==> src/rtl/fsm_string_pkg.sv <==
// ============================================================================
// Module   : fsm_string_pkg
// Brief    : Shared constants for the 11011-sync serial string protocol:
//            FSM state encodings, sync header pattern and stuffing trigger.
// Revision : 1.0 - initial release
// ============================================================================
`default_nettype none

package fsm_string_pkg;

  // Transmitter FSM state encodings
  localparam logic [1:0] ST_IDLE  = 2'd0;
  localparam logic [1:0] ST_SYNC  = 2'd1;
  localparam logic [1:0] ST_DATA  = 2'd2;
  localparam logic [1:0] ST_STUFF = 2'd3;

  // Sync header, sent MSB (index SYNC_LEN-1) first
  localparam logic [4:0] SYNC_PAT = 5'b11011;
  localparam int         SYNC_LEN = 5;

  // Last four line bits (newest in LSB) that force a stuffed 0 next
  localparam logic [3:0] STUFF_TRIG = 4'b1101;

endpackage : fsm_string_pkg

`default_nettype wire

==> src/rtl/fsm_string_tx.sv <==
// ============================================================================
// Module   : fsm_string_tx
// Brief    : Serial frame transmitter. Accepts a parallel word over a
//            valid/ready handshake and emits header 11011 followed by the
//            payload MSB-first, inserting a 0 after every 1101 seen in the
//            payload region so 11011 only ever appears as the header.
// Revision : 1.0 - initial release
// ============================================================================
`default_nettype none

module fsm_string_tx
  import fsm_string_pkg::*;
#(
  parameter int   DATA_W   = 8,
  parameter logic IDLE_BIT = 1'b0
) (
  input  logic              clk,
  input  logic              reset,
  input  logic              bit_en,
  input  logic              tx_valid,
  input  logic [DATA_W-1:0] tx_data,
  output logic              tx_ready,
  output logic              bit_out,
  output logic              bit_valid,
  output logic              frame_start,
  output logic              frame_done
);

  localparam int CNT_W = $clog2(DATA_W + 1);

  logic [1:0]        r_state;
  logic [DATA_W-1:0] r_shift;     // payload bits not yet driven, next in MSB
  logic [CNT_W-1:0]  r_cnt;       // payload bits not yet driven
  logic [2:0]        r_hdr_idx;   // header index of the bit now on the line
  logic [3:0]        r_hist;      // last four consumed frame bits, newest LSB
  logic              r_bit;
  logic              r_bit_valid;
  logic              r_ready;
  logic              r_start;
  logic              r_done;

  logic [3:0] w_hist_nx;
  logic [2:0] w_hdr_nx;
  logic       w_remain;

  // History after consuming the current line bit, and derived helpers
  always_comb begin
    w_hist_nx = {r_hist[2:0], r_bit};
    w_hdr_nx  = r_hdr_idx - 3'd1;
    w_remain  = (r_cnt != '0);
  end

  // Frame sequencer: header, payload with stuffing, then back to idle
  always_ff @(posedge clk or negedge reset) begin
    if (!reset) begin
      r_state     <= ST_IDLE;
      r_shift     <= '0;
      r_cnt       <= '0;
      r_hdr_idx   <= '0;
      r_hist      <= '0;
      r_bit       <= IDLE_BIT;
      r_bit_valid <= 1'b0;
      r_ready     <= 1'b1;
      r_start     <= 1'b0;
      r_done      <= 1'b0;
    end else begin
      r_start <= 1'b0;
      r_done  <= 1'b0;
      case (r_state)
        ST_IDLE: begin
          if (tx_valid) begin
            r_state     <= ST_SYNC;
            r_shift     <= tx_data;
            r_cnt       <= CNT_W'(DATA_W);
            r_hdr_idx   <= 3'(SYNC_LEN - 1);
            r_hist      <= '0;
            r_bit       <= SYNC_PAT[SYNC_LEN-1];
            r_bit_valid <= 1'b1;
            r_ready     <= 1'b0;
            r_start     <= 1'b1;
          end
        end

        ST_SYNC: begin
          if (bit_en) begin
            r_hist <= w_hist_nx;
            if (r_hdr_idx == 3'd0) begin
              // Header complete: first payload bit follows directly
              r_state <= ST_DATA;
              r_bit   <= r_shift[DATA_W-1];
              r_shift <= r_shift << 1;
              r_cnt   <= r_cnt - 1'b1;
            end else begin
              r_hdr_idx <= w_hdr_nx;
              r_bit     <= SYNC_PAT[w_hdr_nx];
            end
          end
        end

        ST_DATA: begin
          if (bit_en) begin
            r_hist <= w_hist_nx;
            if (w_hist_nx == STUFF_TRIG) begin
              // Break a potential 11011 before it can form
              r_state <= ST_STUFF;
              r_bit   <= 1'b0;
            end else if (w_remain) begin
              r_bit   <= r_shift[DATA_W-1];
              r_shift <= r_shift << 1;
              r_cnt   <= r_cnt - 1'b1;
            end else begin
              r_state     <= ST_IDLE;
              r_bit       <= IDLE_BIT;
              r_bit_valid <= 1'b0;
              r_ready     <= 1'b1;
              r_done      <= 1'b1;
            end
          end
        end

        ST_STUFF: begin
          if (bit_en) begin
            r_hist <= w_hist_nx;
            if (w_remain) begin
              r_state <= ST_DATA;
              r_bit   <= r_shift[DATA_W-1];
              r_shift <= r_shift << 1;
              r_cnt   <= r_cnt - 1'b1;
            end else begin
              // Trailing stuff bit was the last bit of the frame
              r_state     <= ST_IDLE;
              r_bit       <= IDLE_BIT;
              r_bit_valid <= 1'b0;
              r_ready     <= 1'b1;
              r_done      <= 1'b1;
            end
          end
        end

        default: begin
          r_state <= ST_IDLE;
        end
      endcase
    end
  end

  assign tx_ready    = r_ready;
  assign bit_out     = r_bit;
  assign bit_valid   = r_bit_valid;
  assign frame_start = r_start;
  assign frame_done  = r_done;

endmodule : fsm_string_tx

`default_nettype wire

==> config.mk <==
export PLATFORM = sky130hd
export DESIGN_NAME = fsm_string_tx
export DESIGN_NICKNAME = d
export VERILOG_FILES = /design/src/rtl/fsm_string_pkg.sv /design/src/rtl/fsm_string_tx.sv
export SDC_FILE = /design/constraint.sdc
export NUM_CORES = 1
export LEC_CHECK = 0
export ABC_AREA = 1
export CORE_MARGIN = 2
export CORE_UTILIZATION = 51
export CTS_BUF_LIST = sky130_fd_sc_hd__clkbuf_16
export DETAILED_ROUTE_END_ITERATION = 7
export PLACE_DENSITY_LB_ADDON = 0.3
export SLEW_MARGIN = 15
export SYNTH_ARGS = -nofsm -noshare
export SYNTH_HDL_FRONTEND = slang
export SYNTH_SLANG_ARGS = --single-unit
==> constraint.sdc <==
create_clock -name clk -period 2.05 [get_ports clk]
set_input_delay 0.5125 -clock clk [delete_from_list [all_inputs] [get_ports clk]]
set_output_delay 0.5125 -clock clk [all_outputs]
set_load 0.02 [all_outputs]
# --- Yosys cells after proc, flatten, opt, wreduce, memory -nomap -nowiden ---
# Memories as Yosys holds them, arrays and structs flattened.
# Cells that the tools add are included.
totals:
  register_bits: 25
  latch_bits: 0
  mem_bits_rw: 0
  romBits: 8
  input_bits: 12
  out_inout_bits: 5
  wordCells: 98
  n_memories: 1
classes:
  n_addsub: 2
  multipliers: 0
  div: 0
  n_lt_le_gt_ge: 1
  eq_ne: 13
  n_shift: 0
  mux: 59
  bitwise: 0
  reduce_logical: 12
memory_table:
  columns: ["name", "words", "width", "rd", "rd_ports_with_merged_regs", "write_ports", "line_no", "text"]
  rows:
  - ["(name not given)", 8, 1, 1, 0, 0, "fsm_string_tx.sv:95", "r_bit <= SYNC_PAT[w_hdr_nx];"]
op_table:
  columns: ["op", "n"]
  rows:
  - ["8-bit two-way mux", 7]
  - ["8-bit case mux with 4 select lines", 1]
  - ["4-bit two-way mux", 7]
  - ["1-bit two-way mux", 23]
  - ["2-bit two-way mux", 8]
  - ["4-bit case mux with 4 select lines", 1]
  - ["3-bit two-way mux", 5]
  - ["2-bit inequality test (second input constant)", 7]
  - ["3-bit case mux with 2 select lines", 2]
  - ["6-bit AND reduction", 2]
  - ["2-bit case mux with 4 select lines", 1]
  - ["4-bit AND reduction", 2]
  - ["1-bit case mux with 3 select lines", 2]
  - ["5-bit AND reduction", 1]
  - ["2-bit == test (second input constant)", 2]
  - ["4-bit == test (second input constant)", 1]
  - ["3-bit by 4-bit less-than comparator with 1-bit output (second input constant)", 1]
  - ["1-bit case mux with 4 select lines", 1]
  - ["4-bit nonzero test", 1]
  - ["4-bit by 1-bit subtractor with 4-bit output (second input constant)", 1]
  - ["3-bit logical NOT", 1]
  - ["3-bit inequality test (second input constant)", 1]
  - ["3-bit nonzero test", 1]
  - ["3-bit OR reduction", 1]
  - ["other kinds (7)", 7]

# --- Longest topological paths before layout ---
depth:
  word_depth: 6
  mapped_depth: 11
  mapped_depth_nobuf: 10

# --- Least setup slack after synthesis ---
# No wires, ideal clock.
synth_path:
  kind: "reg2reg"
  start: "register r_state[0]"
  end: "register r_shift[7]"
  setup_time_ns: 0.117
  arrival_ns: 1.414
  required_time_ns: 1.933
  slack_ns: 0.519
  stages_incl_launch_ff: 10
  path_buffers: 1
  period_less_slack_ns: 1.531
  cell_sequence: "dfrtp_1 -> inv_1 -> ha_1 -> nor2_1 -> nor2_2 -> nor2_4 -> nand2_4 -> buf_6 -> nand2_1 -> nand2_1"
synth_via:
  elab_chain_len: 3
  elab_cells_between_ends: 12
  cone_classes: "9 x eq/ne; 1 x mux; 2 x reduce/logical"
synth_rtl:
  columns: ["element", "line_no", "text"]
  rows:
  - ["start, declared", "fsm_string_tx.sv:31", "logic [1:0] r_state;"]
  - ["start signal, assigned", "fsm_string_tx.sv:56", "r_state <= ST_IDLE;"]
  - ["start signal, assigned", "fsm_string_tx.sv:72", "r_state <= ST_SYNC;"]
  - ["start signal, assigned", "fsm_string_tx.sv:89", "r_state <= ST_DATA;"]
  - ["2-bit == test (tied with other cells)", "fsm_string_tx.sv:69", "case (r_state)"]
  - ["2-bit inequality test (no source line)", null, null]
  - ["6-bit AND reduction (no source line)", null, null]
  - ["end signal, assigned", "fsm_string_tx.sv:73", "r_shift <= tx_data;"]
  - ["end signal, assigned", "fsm_string_tx.sv:91", "r_shift <= r_shift << 1;"]
  - ["end signal, assigned", "fsm_string_tx.sv:109", "r_shift <= r_shift << 1;"]
  - ["end, declared", "fsm_string_tx.sv:32", "logic [DATA_W-1:0] r_shift;"]
# Several ways; a longest one is shown, not always the timed one.
# A chain may end at the register's enable or synchronous reset.

# --- Worst setup path after layout ---
layout_path:
  start: "register r_ready (netlist: tx_ready)"
  end: "output tx_ready"
layout_rtl:
  columns: ["element", "line_no", "text"]
  rows:
  - ["start, declared", "fsm_string_tx.sv:38", "logic r_ready;"]
  - ["start signal, assigned", "fsm_string_tx.sv:63", "r_ready <= 1'b1;"]
  - ["start signal, assigned", "fsm_string_tx.sv:79", "r_ready <= 1'b0;"]
  - ["start signal, assigned", "fsm_string_tx.sv:115", "r_ready <= 1'b1;"]
  - ["end, declared", "fsm_string_tx.sv:22", "output logic tx_ready,"]
# No word-level cell between the ends.

==> results.cfg <==
[worst_setup_path]
critPathSlowestCell = clkdlybuf4s50_1
crit_required_ns = 1.54
cpPeakStageDelay_ns = 0.60
timing.rr.end = r_shift[1]
end_kind = output port
cp_num_cells = 1
cp_top_family = buffers and inverters
reg2reg_depth = 8
critPathLaunch = tx_ready
critPathArrivalTime_ns = 1.38
cp_max_fo = 2
critPathKind = reg2out
crit_end = tx_ready
path_buf_inv = 1
critPathLaunchType = register
ff2ff_setup_slack_ns = 0.31
worstReg2RegStart = r_state[0]
path_cells = clkdlybuf4s50_1

[routing]
drc = 1
viasPerCell = 5.16
routed_wl_um = 3020
vias = 1325
drt_first_pass_iters = 6
wire_per_inst_um = 11.7
first_iter_violations = 72
drtAntennaViolNets = 0

[sta]
relSlewSlack_pct = 78.5
worst_slew_pin_slew_ns = 0.323
timing.fmax_mhz = 528
tns_ns = 0
min_period_over_period_pct = 92.4
setup_violations = 0
fin_ws_ns = 0.155
rsz0062_at_grt = no
final-max-slew-violation-count = 0
min_period_ns = 1.89
finalHoldViolCount = 0
fin_skew_ns = 0.00232

[clocking]
cts.sinks = 25
clk_latency_ns = 0.26
cts_buffer_depth = 2
clkTransAtPathRegs_ns = 0.06
post_cts.repair.setup_buffers = 0
ctsHoldBuffers = 0
cts_resized = 0
numCtsBuffers = 3
htreeDepth = 1
root_buffer = clkbuf_16
cts_tree = done

[final_layout]
final_common_cell = nand2_1
finalNetCount = 249
layout_common_cells = 73 x nand2_1, 24 x nand3_1, 24 x dfrtp_1
area_delta_synth_final_pct = 17.7
drive_gt1_share_pct = 11.5
final_area_um2 = 1800
diodes = 0
layoutNonFillerInstCount = 257

[global_routing]
grt_pass1_vias = 1252
grt_max_degree = 26
grt_antenna_before_repair = 0
grt_use_total_pct = 19.9
grt_overflow = 0
grt_pass1_wl_um = 5310

[place]
gp_congestion = 0.859
portBuffers = 16
postPlaceCellArea_um2 = 1720
hpwlAfterDp_um = 2190
dp_slack_ns = 0.147
dp.cells = 253

[yosys]
synth_edf_count = 0
ys_seq_area_share_pct = 40.9
syn-num-nets = 229
synthArstFlopShare_pct = 100
synthTopCellsByArea = dfrtp_1 39%, nand2_1 18%, ha_1 8.2%
yosysTopAreaCell = dfrtp_1
synth_ff_type = dfrtp_1
synth-seq-cells = 25
synth_warnings = 0
netlist_instances = 207
synth_cell_types = 26
syn_area_um2 = 1530
synth_top_area_share_pct = 39.2
synth.avg_cell_area_um2 = 7.40

[floorplan]
num_rows = 19
core-area_um2 = 2810
initial_core_util_pct = 54.6
fp.dieW_um = 58.8
num_io_pins = 17
die_area_um2 = 3460
die_h_um = 58.8

[pwr]
comb_power_share_pct = 55.0
p_leak_uw = 0.000963
internal_power_uw = 1570
ir_worst_vdd_mv = 0.665
p_clk_share_pct = 15.2
p_seq_share_pct = 29.8
switchingPower_uw = 1310
power-per-cell-area_nw_per_um2 = 1600
swShare_pct = 45.5

[min_path]
hp-class = reg2reg

[flow_run]
cap_viol_max_count = 0

[status]
violations = DRC
outcome = finished with violations
[state kept, by name, summed over array words and instances (netlist names)]
signal / count
r_hist: 3
r_hdr_idx: 3
tx_ready: 1
frame_start: 1
r_state: 2
r_shift: 8
frame_done: 1
r_cnt: 4
bit_out: 1
bit_valid: 1
[layer usage]
metal	track usage (%)	wire length, um
met3	2.86	127
met2	35.7	1480
met5	0	0
met4	6.49	40
met1	24.3	1360
[cell families after synthesis]
group | share of synthesized area [%]
and+or+nand+nor | 37.3
buffers and inverters | 9.07
DFF | 40.9
adders and majority gates | 8.17
AOI/OAI and AO/OA | 4.58
[metrics by stage]
stage | power, uW | hold slack (ns) | util [%]
floorplan | 2100 | 0.217 | -
global placement | 2410 | 0.456 | 61.4
detailed placement | 2450 | 0.454 | 61.4
CTS | 2900 | 0.470 | 64.3
global route | 3170 | 0.492 | 64.3
finish | 2880 | 0.466 | 64.3
[cell usage after synthesis (all sizes together) (2+ instances only)]
cell type  number
buf             3
clkbuf          2
inv            26
o21ai           9
a21oi           2
nor2           15
nand4           3
ha             10
dfrtp          24
nand2          79
nand3          26
nand3b          2
[area by class of cell]
type	count	area, um2
multi-input cells	150	766
flip-flops and latches	25	627
well taps	31	38.8
clock buffers	3	75.1
fillers	236	1000
inverters	27	101
clock inverters	1	5.00
repair buffers	20	190
[worst min-delay path by stage]
stage | from | end | cells after the start
3_3_place_gp | r_shift[3] | r_shift[3] | 2
4_1_cts | tx_ready | tx_ready | 2
6_report | tx_ready | tx_ready | 2
2_1_floorplan | reset | bit_out | 0
5_1_grt | tx_ready | tx_ready | 2
3_5_place_dp | tx_ready | tx_ready | 2
[power by group through the flow]
stage / Clock, uW / Combinational [uW] / Sequential (uW)
after global placement: 0 / 1550 / 866
after CTS: 444 / 1600 / 862
after global routing: 465 / 1820 / 888
after floorplan: 0 / 1230 / 873
final: 439 / 1580 / 859
after detailed placement: 0 / 1580 / 870
Power figures use the tool's default switching activity.
